--- src/rtl/pulse_meas_pkg.sv ---
// Shared definitions for the pulse-measurement path: FSM encoding and the
// default count width used by the meter and the SPI readout stage.
package pulse_meas_pkg;

  localparam int unsigned CNT_WIDTH_DEF = 32;

  typedef enum logic [1:0] {
    ST_IDLE,
    ST_ARM,
    ST_MEASURE,
    ST_DONE
  } meas_state_e;

endpackage

--- src/rtl/sync_edge_det.sv ---
// Two-flop synchronizer for an asynchronous pin plus a registered copy
// for rising-edge detection in the clk domain.
module sync_edge_det (
  input  logic clk,
  input  logic rst,
  input  logic din,
  output logic sync,
  output logic rise
);

  logic meta_q, meta_d;
  logic sync_q, sync_d;
  logic dly_q,  dly_d;

  always_comb begin
    meta_d = din;
    sync_d = meta_q;
    dly_d  = sync_q;
  end

  always_ff @(posedge clk or posedge rst) begin
    if (rst) begin
      meta_q <= 1'b0;
      sync_q <= 1'b0;
      dly_q  <= 1'b0;
    end else begin
      meta_q <= meta_d;
      sync_q <= sync_d;
      dly_q  <= dly_d;
    end
  end

  assign sync = sync_q;
  assign rise = sync_q & ~dly_q;

endmodule

--- src/rtl/equ_prec_freq_meter.sv ---
// Equal-precision frequency / duty counter: gate opens and closes on signal
// rising edges, results are buffered with a one-cycle data_valid strobe.
module equ_prec_freq_meter
  import pulse_meas_pkg::*;
#(
  parameter logic [31:0] GATE_CYCLES    = 32'd50_000_000,
  parameter logic [31:0] TIMEOUT_CYCLES = 32'd100_000_000,
  parameter int unsigned CNT_WIDTH      = CNT_WIDTH_DEF
) (
  input  logic                 clk,
  input  logic                 rest,
  input  logic                 enable,
  input  logic                 sig_in,
  output logic [CNT_WIDTH-1:0] fs_cnt_buff,
  output logic [CNT_WIDTH-1:0] fx_cnt_buff,
  output logic [CNT_WIDTH-1:0] high_cnt_buff,
  output logic                 data_valid,
  output logic                 timeout
);

  typedef logic [CNT_WIDTH-1:0] cnt_t;

  localparam logic [31:0] WAIT_LIMIT = TIMEOUT_CYCLES - 32'd1;

  function automatic cnt_t sat_inc(input cnt_t v);
    return (v == '1) ? v : v + cnt_t'(1);
  endfunction

  function automatic logic [31:0] sat_inc32(input logic [31:0] v);
    return (v == '1) ? v : v + 32'd1;
  endfunction

  logic sync, rise;

  sync_edge_det u_sync (
    .clk  (clk),
    .rst  (rest),
    .din  (sig_in),
    .sync (sync),
    .rise (rise)
  );

  meas_state_e state_q, state_d;
  cnt_t        fs_q, fs_d, fx_q, fx_d, high_q, high_d;
  logic [31:0] gate_q, gate_d, wait_q, wait_d;
  cnt_t        fs_buf_q, fs_buf_d, fx_buf_q, fx_buf_d, high_buf_q, high_buf_d;
  logic        data_valid_q, data_valid_d;
  logic        timeout_q, timeout_d;
  logic        wait_expired;

  // Buffers and data_valid are loaded on the closing edge itself, so they
  // change on the same clock edge that puts the FSM into DONE.
  always_comb begin
    state_d      = state_q;
    fs_d         = fs_q;
    fx_d         = fx_q;
    high_d       = high_q;
    gate_d       = gate_q;
    wait_d       = wait_q;
    fs_buf_d     = fs_buf_q;
    fx_buf_d     = fx_buf_q;
    high_buf_d   = high_buf_q;
    data_valid_d = 1'b0;
    timeout_d    = timeout_q;
    wait_expired = (wait_q >= WAIT_LIMIT) && !rise;

    case (state_q)
      ST_IDLE: begin
        wait_d = '0;
        if (enable) state_d = ST_ARM;
      end
      ST_ARM: begin
        if (!enable) begin
          state_d = ST_IDLE;
        end else if (rise) begin
          fs_d    = cnt_t'(1);
          fx_d    = '0;
          high_d  = cnt_t'(sync);
          gate_d  = 32'd1;
          wait_d  = '0;
          state_d = ST_MEASURE;
        end else if (wait_expired) begin
          fs_buf_d     = '0;
          fx_buf_d     = '0;
          high_buf_d   = '0;
          timeout_d    = 1'b1;
          data_valid_d = 1'b1;
          wait_d       = '0;
        end else begin
          wait_d = sat_inc32(wait_q);
        end
      end
      ST_MEASURE: begin
        if (!enable) begin
          state_d = ST_IDLE;
        end else if (rise && (gate_q >= GATE_CYCLES)) begin
          fx_d         = sat_inc(fx_q);
          fs_buf_d     = fs_q;
          fx_buf_d     = sat_inc(fx_q);
          high_buf_d   = high_q;
          timeout_d    = 1'b0;
          data_valid_d = 1'b1;
          state_d      = ST_DONE;
        end else if (wait_expired) begin
          fs_buf_d     = '0;
          fx_buf_d     = '0;
          high_buf_d   = '0;
          timeout_d    = 1'b1;
          data_valid_d = 1'b1;
          wait_d       = '0;
          state_d      = ST_ARM;
        end else begin
          fs_d   = sat_inc(fs_q);
          gate_d = sat_inc32(gate_q);
          if (sync) high_d = sat_inc(high_q);
          if (rise) begin
            fx_d   = sat_inc(fx_q);
            wait_d = '0;
          end else begin
            wait_d = sat_inc32(wait_q);
          end
        end
      end
      ST_DONE: begin
        wait_d  = '0;
        state_d = enable ? ST_ARM : ST_IDLE;
      end
      default: state_d = ST_IDLE;
    endcase
  end

  always_ff @(posedge clk or posedge rest) begin
    if (rest) begin
      state_q      <= ST_IDLE;
      fs_q         <= '0;
      fx_q         <= '0;
      high_q       <= '0;
      gate_q       <= '0;
      wait_q       <= '0;
      fs_buf_q     <= '0;
      fx_buf_q     <= '0;
      high_buf_q   <= '0;
      data_valid_q <= 1'b0;
      timeout_q    <= 1'b0;
    end else begin
      state_q      <= state_d;
      fs_q         <= fs_d;
      fx_q         <= fx_d;
      high_q       <= high_d;
      gate_q       <= gate_d;
      wait_q       <= wait_d;
      fs_buf_q     <= fs_buf_d;
      fx_buf_q     <= fx_buf_d;
      high_buf_q   <= high_buf_d;
      data_valid_q <= data_valid_d;
      timeout_q    <= timeout_d;
    end
  end

  assign fs_cnt_buff   = fs_buf_q;
  assign fx_cnt_buff   = fx_buf_q;
  assign high_cnt_buff = high_buf_q;
  assign data_valid    = data_valid_q;
  assign timeout       = timeout_q;

endmodule
--- config.mk ---
export PLATFORM = sky130hd
export DESIGN_NAME = equ_prec_freq_meter
export DESIGN_NICKNAME = d
export VERILOG_FILES = /design/src/rtl/pulse_meas_pkg.sv /design/src/rtl/sync_edge_det.sv /design/src/rtl/equ_prec_freq_meter.sv
export SDC_FILE = /design/constraint.sdc
export NUM_CORES = 1
export LEC_CHECK = 0
export ABC_AREA = 1
export CAP_MARGIN = 20
export CORE_MARGIN = 5
export CORE_UTILIZATION = 56
export CTS_BUF_LIST = sky130_fd_sc_hd__clkbuf_4
export CTS_CLUSTER_SIZE = 30
export DETAILED_ROUTE_END_ITERATION = 8
export PLACE_DENSITY_LB_ADDON = 0.25
export SLEW_MARGIN = 20
export SYNTH_ARGS = -nofsm -noshare
export SYNTH_HDL_FRONTEND = slang
export SYNTH_HIERARCHICAL = 1
export SYNTH_SLANG_ARGS = --single-unit
--- constraint.sdc ---
create_clock -name clk -period 9.11 [get_ports clk]
set_input_delay 2.2775 -clock clk [delete_from_list [all_inputs] [get_ports clk]]
set_output_delay 2.2775 -clock clk [all_outputs]
set_load 0.01 [all_outputs]
Word level (Yosys, flattened, before mapping)

Cells that the tools add are included.

Order comparisons: 2
Eq/ne operators: 23
Add/sub/neg operators: 5
Multiplexer cells: 75
Bitwise gates (word level): 2
Reduce and logical (&&, ||, !) cells: 13

Operator list:

| kind                    | count |
|---|---|
| $mux W32                | 47 |
| $pmux W32 S2            | 7 |
| $add A32 B1 Y32 const B | 5 |
| $eq A32 B32 Y1 const B  | 5 |
| $pmux W32 S3            | 1 |
| $ge A32 B26 Y1 const B  | 1 |
| $ge A32 B27 Y1 const B  | 1 |
| $ne A2 B2 Y1 const B    | 10 |
| $reduce_and A7 Y1       | 2 |
| $mux W2                 | 6 |
| $mux W1                 | 11 |
| $ne A3 B3 Y1 const B    | 3 |
| $pmux W2 S4             | 1 |
| $reduce_and A8 Y1       | 1 |
| $reduce_and A3 Y1       | 2 |
| $reduce_and A6 Y1       | 1 |
| $eq A2 B2 Y1 const B    | 2 |
| $ne A4 B4 Y1 const B    | 1 |
| $pmux W1 S2             | 2 |
| $reduce_and A4 Y1       | 1 |
| $eq A2 B1 Y1 const B    | 1 |
| $logic_and A1 B1 Y1     | 2 |
| $logic_not A2 Y1        | 1 |
| $ne A2 B1 Y1 const B    | 1 |
| other kinds (5)         | 5 |

Word-level logic and storage cells: 134
Output and inout bits: 98
Bits of input ports: 4
Register bits after elaboration: 263

Logic depth before layout (Yosys ltp)

Depth after elaboration: 8
Depth in mapped cells: 15
Mapped depth without buffers: 14

By module

Netlist, hierarchy kept.

Modules (own cells, without submodules):

| module              | area an instance (sq um) | cells an instance | instances | sequential area each (sq um) |
|---|---|---|---|---|
| equ_prec_freq_meter | 15009.4                  | 2157              | 1         | 6506.2 |
| sync_edge_det       | 88.8                     | 6                 | 1         | 75.1 |

Worst setup path after synthesis

OpenSTA, ideal clock, no wires.

Path type: in2reg
Start: input enable
End: register fx_q[10]
Data arrival time: 3.254 ns
Setup slack: 5.715 ns
Data required time: 8.969 ns
Buffers on the path: 1
Stages on the path: 7
Cell sequence: inv_1 nand2_1 nand2_1 nor2_1 inv_1 clkbuf_1 o22ai_1

Longest elaborated chain between the ends: 2
Elaborated cells on any way between the ends: 3
Classes of those cells: eq/ne (2); reduce/logical (1)

RTL lines:

| element                       | line                       | RTL |
|---|---|---|
| start, declared               | equ_prec_freq_meter.sv:12  | `input logic enable,` |
| $ne A2 B2 Y1 (no line)        | n/a                        |  |
| $reduce_and A6 Y1 (no line) * | n/a                        |  |
| end signal, assigned          | equ_prec_freq_meter.sv:136 | `fx_q <= '0;` |
| end signal, assigned          | equ_prec_freq_meter.sv:148 | `fx_q <= fx_d;` |
| end, declared                 | equ_prec_freq_meter.sv:44  | `cnt_t fs_q, fs_d, fx_q, fx_d, high_q, high_d;` |

Every way passes the cells marked *; elsewhere a longest branch is shown, timed or not.
A chain may end at the register's enable or synchronous reset.

==> results.md <==
- # IOs: 102
- Drt total wl: 41200 um
- Final Setup Violations: 0
- Commonest cells after routing, fill and taps aside: 865 x nand2_1, 284 x nor2_1, 263 x dfrtp_1
- Overflow after GRT: 0
- F_max: 0.256 GHz
- Fillcell total: 2454
- Yosys warnings: 6
- Endpoint class of the critical path: asynchronous set/reset pin
- Minimum clock period: 3910 ps
- Yosys cell types: 38
- Worst-path fanout max: 69
- Clock Skew: 47.1 ps
- CTS tree: yes
- Die area: 30300 sq um
- Switch share: 32.6%
- Wire per inst: 15.4 um
- Die height: 174 um
- Power Total: 2.75 mW
- P_int: 1.85 mW
- Hold Crit Class: reg2reg
- Relative slew slack: 34.2%
- Final hold vios: 0
- Synth top area cells: dfrtp_1 44%, nand2_1 22%, nor2_1 7.1%
- Leading area contributor after synthesis: dfrtp_1
- Vias in the first global route: 13600
- Hold-fix buffers at CTS: 0
- Syn Nets: 2176
- Clk pwr share: 40.0%
- Sequential cell area: 6580 sq um
- # Post-CTS Setup Buffers: 0
- VDD IR max: 94.8 uV
- Largest net degree at the start of global routing: 126
- Row cnt: 60
- Routed vias: 14100
- Non-filler cells, final: 2673
- Gate Count Post-Synth: 2163
- Comb power frac: 15.5%
- Register clock-pin slew on the reported worst setup and hold paths: 60 ps
- Worst slew pin tran: 986 ps
- GPL Wtd Cong: 0.982
- Multi-input logic area: 7450 sq um
- Clock Path Buffers: 3
- Setup TNS: 0 ps
- Share of layout cells above drive strength 1: 6.44%
- Area share of the largest cell type after synthesis: 43.6%
- Seq/Total Area, Yosys: 43.6%
- Leak pwr: 7.73 nW
- # DRC: 0
- Hpwl dp: 29200 um
- Fin nets: 2293
- Worst setup margin: 5200 ps
- Sw Pwr: 898 uW
- Leading cell type in the layout, fill and taps excluded: nand2_1
- Post-synthesis cell area: 15100 sq um
- Placed cells: 2545
- Iteration-0 DRC Markers: 1332
- Number of antenna violations at the first check in global routing: 2
- Final core occ: 64.4%
- First-pass GRT wire length: 69100 um
- Status: complete, no violations
- DR vias/cell: 5.28
- Clock Latency Late Sink: 690 ps
- IO buf count: 101
- First-pass DRT Iterations: 6
- Layout Area Growth over Synthesis: 14.0%
- Period utilization: 42.9%
- RSZ-0062 raised after global routing: false
- Die X: 174 um
- Sink Count: 263
- CP Class: in2async
- CTS buffer count: 74
- Core area: 26700 sq um
- Pwr/cell area: 160 nW/um^2
- Place WS: 4410 ps
- Post-cts gate resize count: 0
- Initial Util: 56.5%
- Final Max Tran Viols: 0
- Crit start category: input pin
- Req. time, crit path: 9770 ps
- H-tree depth: 3
- Syn Area/Cell: 6.98 sq um
- Crit path DAT: 4560 ps
- GRT Util Overall: 27.2%
- Synthesized flop and latch total: 263
- Antenna viol nets, final: 0
- Max-cap viol count: 0
- Root buffer cell: clkbuf_4
- Flop pwr share: 44.4%
==> synthesized netlist by cell type <==
library cell / count
nor2_1: 286
a22o_1: 1
nor3_1: 78
or2_2: 3
nand4_1: 25
nand2_1: 865
dfrtp_1: 263
buf_4: 9
o22ai_1: 10
nand3_4: 1
o21bai_1: 1
o211ai_1: 1
o21ai_0: 54
o2111ai_1: 11
and2_1: 3
nand3b_1: 2
ha_1: 9
xor2_1: 100
xnor2_1: 12
inv_1: 185
nor2_8: 1
a211oi_1: 1
nand3_2: 1
a21oi_1: 25
nor4_1: 3
nor3b_1: 6
buf_6: 5
buf_2: 26
nand3_1: 67
o21ai_1: 61
nand2b_1: 1
clkinv_1: 1
nand2_4: 1
buf_1: 2
inv_2: 3
nor2_2: 6
nand2_2: 5
clkbuf_1: 29
==> metal layers <==
metal / routed length [um] / GRT usage, % / part of all wire [%] / vias to the layer above
met3: 2730 / 4.63 / 6.6 / 61
met4: 704 / 6.76 / 1.7 / 2
met5: 12 / 0 / 0.029 / -
li1: - / - / - / 7023
met1: 18900 / 39.3 / 46 / 6577
met2: 18800 / 43.0 / 46 / 461
==> path summary, 6_finish.rpt <==
check | from | end | slack [ps] | depth (start not counted)
hold reg to reg | u_sync/meta_q | u_sync/sync | 340 | 0
min in group asynchronous | rest | u_sync/sync | 1840 | 2
max in group clk | fx_cnt_buff[4] | fx_cnt_buff[4] | 5210 | 1
hold / removal | u_sync/meta_q | u_sync/sync | 340 | 0
setup / recovery | rest | fx_q[11] | 5200 | 4
setup reg to reg | state_q[0] | high_q[12] | 5790 | 11
==> layout make-up <==
class | instances | area share, %
clock inverters | 21 | 0.778
multi-input cells | 1640 | 43.3
well taps | 341 | 2.48
clock buffers | 106 | 4.62
flip-flops and latches | 263 | 38.2
inverters | 189 | 4.16
diodes | 1 | 0.0145
repair buffers | 112 | 6.43
==> power by group through the flow <==
stage               sequential [mW]  combinational (mW)  clock [mW]
CTS                            1.22               0.427        1.13
floorplan                      1.23               0.330           0
detailed placement             1.24               0.427           0
global route                   1.23               0.476        1.20
global placement               1.24               0.419           0
finish                         1.22               0.428        1.10
==> registers in the layout, summed over array words and instances (netlist names) <==
| signal | count |
|---|---|
| fx_q | 32 |
| high_q | 32 |
| fs_cnt_buff | 32 |
| high_cnt_buff | 32 |
| u_sync/dly_q | 1 |
| timeout | 1 |
| fs_q | 32 |
| u_sync/meta_q | 1 |
| data_valid | 1 |
| state_q | 2 |
| u_sync/sync | 1 |
| fx_cnt_buff | 32 |
| wait_q | 32 |
| gate_q | 32 |
==> critical path: stages <==
cell and delay [ps]:
clkdlybuf4s50_1 450, clkinvlp_4 390, buf_4 570, buf_4 790
==> stage by stage <==
stage | hold WS [ps] | area (sq um)
floorplan | 331 | 15100
global placement | 332 | 16300
detailed placement | 337 | 16300
CTS | 341 | 17200
global route | 331 | 17200
finish | 342 | 17200
==> logic make-up (layout without fill, tap and decap cells) <==
group / count (synthesis) / after routing / synth area share (%)
fa+ha+maj: 9 / 9 / 0.746
xor+xnor: 112 / 112 / 6.50
compound gates: 165 / 165 / 5.90
buf+inv: 260 / 428 / 7.15
simple gates: 1354 / 1354 / 36.1
flops: 263 / 263 / 43.6
other cells: 0 / 1 / 0
Note: power is estimated with default switching activity, not from simulation.
